`config.mk`:
```
export PLATFORM = sky130hd
export DESIGN_NAME = if_stage
export DESIGN_NICKNAME = d
export VERILOG_FILES = /design/src/rtl/if_stage_pkg.sv /design/src/rtl/if_out_buf.sv /design/src/rtl/if_stage.sv
export SDC_FILE = /design/constraint.sdc
export NUM_CORES = 1
export LEC_CHECK = 0
export ABC_AREA = 1
export BUFFER_PORTS_ARGS = -buffer_cell sky130_fd_sc_hd__buf_4
export CAP_MARGIN = 20
export CORE_UTILIZATION = 50
export DETAILED_ROUTE_END_ITERATION = 8
export PLACE_DENSITY_LB_ADDON = 0.1
export SLEW_MARGIN = 20
export SYNTH_ARGS = -nofsm -noshare
export SYNTH_HDL_FRONTEND = slang
export SYNTH_HIERARCHICAL = 1
export SYNTH_SLANG_ARGS = --single-unit
```
`constraint.sdc`:
```
create_clock -name clk -period 7.35 [get_ports clk]
set_input_delay 1.1025 -clock clk [delete_from_list [all_inputs] [get_ports clk]]
set_output_delay 1.1025 -clock clk [all_outputs]
set_load 0.01 [all_outputs]
```
`src/rtl/if_stage_pkg.sv`:
```
// Shared definitions for the instruction-fetch stage.
package if_stage_pkg;

  localparam int unsigned DEF_XLEN     = 64;
  localparam int unsigned DEF_INST_LEN = 32;
  localparam logic [63:0] DEF_RESET_PC = 64'h8000_0000;

  // Fetch FSM: issue request, wait for response, or discard a squashed response.
  typedef enum logic [1:0] {
    S_REQ  = 2'd0,
    S_WAIT = 2'd1,
    S_KILL = 2'd2
  } fetch_state_e;

endpackage

```
`src/rtl/if_out_buf.sv`:
```
// Output register backed by a 1-entry skid buffer, with valid/ready and flush.
module if_out_buf #(
  parameter int unsigned W = 96
) (
  input  logic         clk,
  input  logic         rst,
  input  logic         flush_i,
  input  logic         in_valid_i,
  input  logic [W-1:0] in_data_i,
  input  logic         ready_i,
  output logic         valid_o,
  output logic [W-1:0] data_o,
  output logic         skid_valid_o
);

  logic         out_valid_q, out_valid_d;
  logic [W-1:0] out_data_q, out_data_d;
  logic         skid_valid_q, skid_valid_d;
  logic [W-1:0] skid_data_q, skid_data_d;

  // Next-state: flush wins; an empty or draining out reg refills from skid first, then input.
  always_comb begin
    out_valid_d  = out_valid_q;
    out_data_d   = out_data_q;
    skid_valid_d = skid_valid_q;
    skid_data_d  = skid_data_q;
    if (flush_i) begin
      out_valid_d  = 1'b0;
      skid_valid_d = 1'b0;
    end else if (!out_valid_q || ready_i) begin
      if (skid_valid_q) begin
        out_valid_d  = 1'b1;
        out_data_d   = skid_data_q;
        skid_valid_d = in_valid_i;
        if (in_valid_i) skid_data_d = in_data_i;
      end else if (in_valid_i) begin
        out_valid_d = 1'b1;
        out_data_d  = in_data_i;
      end else begin
        out_valid_d = 1'b0;
      end
    end else if (in_valid_i && !skid_valid_q) begin
      skid_valid_d = 1'b1;
      skid_data_d  = in_data_i;
    end
  end

  // State registers.
  always_ff @(posedge clk or posedge rst) begin
    if (rst) begin
      out_valid_q  <= 1'b0;
      out_data_q   <= '0;
      skid_valid_q <= 1'b0;
      skid_data_q  <= '0;
    end else begin
      out_valid_q  <= out_valid_d;
      out_data_q   <= out_data_d;
      skid_valid_q <= skid_valid_d;
      skid_data_q  <= skid_data_d;
    end
  end

  assign valid_o      = out_valid_q;
  assign data_o       = out_data_q;
  assign skid_valid_o = skid_valid_q;

endmodule

```
`src/rtl/if_stage.sv`:
```
// Instruction-fetch stage: fetch PC, single-outstanding imem port, {pc, instr} to ID.
module if_stage
  import if_stage_pkg::*;
#(
  parameter int unsigned      XLEN     = DEF_XLEN,
  parameter int unsigned      INST_LEN = DEF_INST_LEN,
  parameter logic [XLEN-1:0]  RESET_PC = DEF_RESET_PC[XLEN-1:0]
) (
  input  logic                clk,
  input  logic                rst,
  input  logic                redirect_i,
  input  logic [XLEN-1:0]     redirect_pc_i,
  output logic                imem_req_valid_o,
  input  logic                imem_req_ready_i,
  output logic [XLEN-1:0]     imem_req_addr_o,
  input  logic                imem_resp_valid_i,
  input  logic [INST_LEN-1:0] imem_resp_data_i,
  output logic                valid_o,
  input  logic                ready_i,
  output logic [XLEN-1:0]     pc_o,
  output logic [INST_LEN-1:0] instr_o
);

  localparam logic [XLEN-1:0] PC_STEP    = XLEN'(4);
  localparam logic [XLEN-1:0] ALIGN_MASK = ~XLEN'(3);

  fetch_state_e          state_q, state_d;
  logic [XLEN-1:0]       fetch_pc_q, fetch_pc_d;
  logic [XLEN-1:0]       inflight_pc_q, inflight_pc_d;
  logic                  skid_valid;
  logic                  req_valid;
  logic                  accept;
  logic                  resp_fire;
  logic [XLEN+INST_LEN-1:0] buf_data;

  assign req_valid = (state_q == S_REQ) && !skid_valid && !redirect_i && !rst;
  assign accept    = req_valid && imem_req_ready_i;
  assign resp_fire = (state_q == S_WAIT) && imem_resp_valid_i && !redirect_i;

  assign imem_req_valid_o = req_valid;
  assign imem_req_addr_o  = fetch_pc_q;

  // Next-state for fetch FSM and PCs; redirect overrides normal sequencing.
  always_comb begin
    state_d       = state_q;
    fetch_pc_d    = fetch_pc_q;
    inflight_pc_d = inflight_pc_q;
    case (state_q)
      S_REQ: begin
        if (accept) begin
          state_d       = S_WAIT;
          inflight_pc_d = fetch_pc_q;
          fetch_pc_d    = fetch_pc_q + PC_STEP;
        end
      end
      S_WAIT:  if (imem_resp_valid_i) state_d = S_REQ;
      S_KILL:  if (imem_resp_valid_i) state_d = S_REQ;
      default: state_d = S_REQ;
    endcase
    if (redirect_i) begin
      fetch_pc_d = redirect_pc_i & ALIGN_MASK;
      // Any request still in flight after this edge must have its response dropped.
      case (state_q)
        S_REQ:   state_d = accept ? S_KILL : S_REQ;
        S_WAIT:  state_d = imem_resp_valid_i ? S_REQ : S_KILL;
        S_KILL:  state_d = imem_resp_valid_i ? S_REQ : S_KILL;
        default: state_d = S_REQ;
      endcase
    end
  end

  // FSM and PC registers.
  always_ff @(posedge clk or posedge rst) begin
    if (rst) begin
      state_q       <= S_REQ;
      fetch_pc_q    <= RESET_PC;
      inflight_pc_q <= '0;
    end else begin
      state_q       <= state_d;
      fetch_pc_q    <= fetch_pc_d;
      inflight_pc_q <= inflight_pc_d;
    end
  end

  if_out_buf #(
    .W (XLEN + INST_LEN)
  ) u_out_buf (
    .clk          (clk),
    .rst          (rst),
    .flush_i      (redirect_i),
    .in_valid_i   (resp_fire),
    .in_data_i    ({inflight_pc_q, imem_resp_data_i}),
    .ready_i      (ready_i),
    .valid_o      (valid_o),
    .data_o       (buf_data),
    .skid_valid_o (skid_valid)
  );

  assign pc_o    = buf_data[XLEN+INST_LEN-1:INST_LEN];
  assign instr_o = buf_data[INST_LEN-1:0];

endmodule

```
## After elaboration in Yosys (flattened, before gate mapping)

Index checks and enable logic that the tools add are counted.

| word-level totals | value |
|---|---|
| bits of input ports | 102 |
| register bits after elaboration | 324 |
| word-level logic and storage cells | 63 |
| output and inout port bits | 162 |

| operators by class | value |
|---|---|
| muxes and demuxes | 23 |
| bitwise logic cells | 1 |
| reductions and logical operators | 25 |
| eq/ne operators | 6 |
| $add $sub $neg | 1 |

Operators by type and width:

| operator | number |
|---|---|
| $mux 96 | 5 |
| $mux 64 | 3 |
| $add 64x3->64 const B | 1 |
| $mux 2 | 5 |
| $reduce_bool 2->1 | 5 |
| $mux 1 | 8 |
| $pmux 2 s2 | 2 |
| $logic_and 1x1->1 | 7 |
| $reduce_and 2->1 | 3 |
| $logic_not 1->1 | 4 |
| $ne 2x1->1 const B | 2 |
| $reduce_and 4->1 | 1 |
| $ne 3x1->1 const B | 1 |
| $ne 3x3->1 const B | 1 |
| $reduce_and 3->1 | 1 |
| $reduce_bool 3->1 | 1 |
| $eq 2x1->1 const B | 1 |
| $eq 2x2->1 const B | 1 |
| $logic_not 2->1 | 1 |
| $reduce_or 2->1 | 1 |
| $logic_or 1x1->1 | 1 |
| $not 1->1 | 1 |

## Logic depth before layout (Yosys ltp)

| depth | value |
|---|---|
| word-level depth | 8 |
| depth in mapped cells | 11 |
| depth with buffers taken out | 10 |

## Modules after synthesis

Netlist, hierarchy kept.

By module, submodules not included:

| module | times used | seq. area each (um^2) | area each (um^2) | cells each |
|---|---|---|---|---|
| if_out_buf | 1 | 4854.7 | 8693.3 | 1148 |
| if_stage | 1 | 3154.3 | 7427.1 | 1060 |

## Worst setup path before layout

Ideal clock, no wire load.

| timing | value |
|---|---|
| path type | input-to-output |
| start | in redirect_i |
| end | out imem_req_valid_o |
| data required time | 6.247 ns |
| setup slack | 4.717 ns |
| data arrival time | 1.531 ns |
| buffers on the path | 0 |
| stages on the path | 3 |
| path through | nor2_1 -> inv_1 -> nor3_1 |

| between the ends | value |
|---|---|
| word-level cells in the longest chain between the ends | 3 |

Ends and longest elaborated chain:

| what | RTL line | text |
|---|---|---|
| start, declared | if_stage.sv:11 | `input logic redirect_i,` |
| $logic_not 1->1 | if_stage.sv:36 | `assign req_valid = (state_q == S_REQ) && !skid_valid && !redirect_i && !rst;` |
| $logic_and 1x1->1 (2 in series) | if_stage.sv:36 |  |
| end, declared | if_stage.sv:13 | `output logic imem_req_valid_o,` |

Every way passes these cells.

## Final worst setup path

| timing | value |
|---|---|
| start | in redirect_i |
| end | reg fetch_pc_q[10], in the netlist imem_req_addr_o[10] |

| between the ends | value |
|---|---|
| word-level cells in the longest chain between the ends | 6 |
| elaborated cells between the ends (all ways) | 8 |
| classes of those cells | mux: 1; reduce/logical: 7 |

Ends and longest elaborated chain:

| what | RTL line | text |
|---|---|---|
| $logic_not 1->1 | if_stage.sv:36 |  |
| $logic_and 1x1->1 (2 in series) | if_stage.sv:36 |  |
| $logic_and 1x1->1 | if_stage.sv:37 | `assign accept = req_valid && imem_req_ready_i;` |
| $reduce_bool 2->1 (no source line) | n/a |  |
| $reduce_and 2->1 (no source line) | n/a |  |
| end signal, assigned | if_stage.sv:80 | `fetch_pc_q <= fetch_pc_d;` |
| end, declared | if_stage.sv:28 | `logic [XLEN-1:0] fetch_pc_q, fetch_pc_d;` |

Several ways; a longest one is shown, not always the timed one.
A chain may end at the register's enable or synchronous reset.

==> summary.md <==
| Metric | Value |
|---|---|
| Commonest non-fill, non-tap cell in the layout | `nand2_1` |
| Outcome | `finished clean` |
| Crit path largest cell delay | `0.69 ns` |
| CP Launch Type | `input pin` |
| ANT cells | `0` |
| PD cells | `330 nW/um^2` |
| Cells after Synth | `2208` |
| Number of synthesized flops with an enable pin | `0` |
| Max Cap Violations | `0` |
| Antenna violations before repair | `1` |
| Area grow syn2layout | `19.9%` |
| Pleak | `10.3 nW` |
| Layout Skew | `0.0125 ns` |
| Arrival @ worst endpoint | `4.45 ns` |
| Clock tree buffer depth | `3` |
| CP Data Required Time | `7.78 ns` |
| CTS buffer count | `36` |
| Vias in the first global route | `14036` |
| Fmax | `249 MHz` |
| Vias per cell | `5.24` |
| Cell Chain, Critical Path | `buf_4, nor2_1, nand3_4, buf_4, nand2_2, inv_1, nand2_1, o211ai_1` |
| Total number of yosys warnings | `6` |
| Total Nets Final | `2516` |
| Fin crit share | `0.547` |
| Boundary Pins | `264` |
| First-pass GRT wire length | `77.0 mm` |
| Post-Syn Area | `16100 sq um` |
| Die height | `182 um` |
| Synth area leaders | `dfrtp_1 (50%), nand2_1 (25%), nand3_1 (5.5%)` |
| Final setup viols | `0` |
| CTS resizes | `0` |
| Slew @ Worst Pin | `1.02 ns` |
| Critical path origin | `redirect_i` |
| Routed WL | `47.6 mm` |
| Final worst slack | `3.33 ns` |
| Clock tree from TritonCTS | `built` |
| Share of layout cells above drive strength 1 | `0.154` |
| Hold Vio Cnt, Final | `0` |
| WHS | `0.467 ns` |
| Max Slew Vio Count | `0` |
| DR WL/cell | `16.8 um` |
| Post-layout util | `0.611` |
| Starting Density | `0.510` |
| Register bit total from synthesis | `320` |
| Slew margin rel. | `0.318` |
| Prevailing post-synth register cell | `dfrtp_1` |
| Fin Setup TNS | `0 ns` |
| Final cell count without fillers | `2840` |
| RSZ-0062 raised after global routing | `false` |
| DR pass1 iterations | `5` |
| Die width | `182 um` |
| Overflow after GRT | `0` |
| Area leader, netlist | `dfrtp_1` |
| 1st-iter DRT viols | `1190` |
| Critical-path top delay cell | `inv_1` |
| Most frequent cells in the layout | `nand2_1 (1071), dfrtp_1 (318), buf_4 (269)` |
| Port Buffers | `259` |
| Fin area | `19300 sq um` |
| All-Layer GR Usage | `0.294` |
| DRC Markers | `0` |
| Critical path's top delay family | `buffers and inverters` |
| Worst VDD drop | `209 uV` |
| Cell Area, Placed | `18100 sq um` |
| Clock Tree Root | `clkbuf_16` |
| Hold path start | `u_out_buf/skid_data_q[87]` |
| Post-Place Cells | `2774` |
| Site row count | `65` |
| Clock Latency Late Sink | `0.52 ns` |
| Crit path top cell by count | `buf_4` |
| Buf/Inv on CP | `3` |
| Crit path time final | `4.02 ns` |
| ANT nets after route | `0` |
| Pre-CTS setup slack | `2.84 ns` |
| Die Footprint | `33000 sq um` |
| Hold Path Class | `register to register` |
| Vias post-DR | `14875` |
| H-Tree Depth | `2` |
| Sequential fraction of the synthesis area | `0.497` |
| Clock sinks | `320` |
| RD Place Congestion | `0.949` |
| Reg-to-reg startpoint | `u_out_buf/skid_valid_o` |
| Largest net degree at the start of global routing | `125` |
| Synth Area per Inst | `7.30 sq um` |
| Postcts setup bufs | `0` |
| Worst-path fanout max | `66` |
| Core Area | `31600 sq um` |
| Worst-path clk slew | `0.06 ns` |
| Dpl hpwl | `32.0 mm` |
| Netlist cell types | `36` |
| Async set or reset register ratio after synthesis | `1.00` |
| Post-CTS Hold Fix Bufs | `0` |
| Crit Path Class | `input pin to register` |
| Tot Pwr | `6.39 mW` |
| CP endpoint kind | `register` |
| Synth top area share | `0.495` |
==> where the power goes <==
part           total (mW)  internal, mW  switching, mW
clock network        1.77          1.04          0.727
registers            2.91          2.43          0.483
logic                1.71         0.753          0.955
total                6.39          4.22           2.16
==> sequential cells by signal, indices dropped and copies added (netlist names) <==
name                    count
state_q                     2
u_out_buf/skid_valid_o      1
u_out_buf/valid_o           1
inflight_pc_q              62
imem_req_addr_o            62
u_out_buf/data_o           96
u_out_buf/skid_data_q      96
==> cell type report <==
type | count | area, sq um
inverters | 144 | 551
well taps | 402 | 503
fillers | 2872 | 12300
clock buffers | 56 | 1070
clock inverters | 10 | 92.6
flip-flops and latches | 320 | 8010
repair buffers | 270 | 2030
multi-input cells | 1638 | 7070
==> worst paths after layout <==
check | endpoint | slack [ns] | cells after the start
max | imem_req_addr_o[10] | 3.33 | 8
min | u_out_buf/skid_data_q[87] | 0.47 | 2
max reg2reg | imem_req_addr_o[10] | 3.77 | 7
min reg2reg | u_out_buf/skid_data_q[87] | 0.47 | 2
max in group asynchronous | imem_req_addr_o[22] | 5.00 | 4
min in group asynchronous | state_q[0] | 0.74 | 2
==> synthesized netlist by cell type (6+ instances only) <==
library cell,number
a21oi_1,6
buf_1,8
buf_2,50
buf_4,11
buf_6,7
clkbuf_1,35
clkinv_1,9
dfrtp_1,319
inv_1,128
inv_2,7
nand2_1,1072
nand2_2,12
nand3_1,176
nand3b_1,15
nand4_1,22
nor2_1,147
nor2_2,8
nor2_4,8
nor3_1,8
o211ai_1,13
o21a_1,10
o21ai_0,97
xor2_1,11
==> kinds of logic after synthesis <==
family / share of synthesized area
compound gates: 0.0471
xor+xnor: 0.00706
fa+ha+maj: 0.00310
buf+inv: 0.0691
flops: 0.497
other cells: 0.000233
simple gates: 0.377
==> per-layer routing <==
layer  wire, um  global-route usage  part of all wire
met1      22100               0.443              0.46
met2      20700               0.436              0.43
met3       3800              0.0505             0.080
met4       1020              0.0783             0.021
met5         13                   0           0.00027
==> worst register-to-register path, stage by stage, from the launching register on <==
cell      delay (ns)
dfrtp_4         0.66
nor2_1          0.26
nand3_4         0.40
buf_4           0.47
nand2_2         0.81
inv_1           0.57
nand2_1         0.18
o211ai_1        0.10
Note: power is estimated with default switching activity, not from simulation.
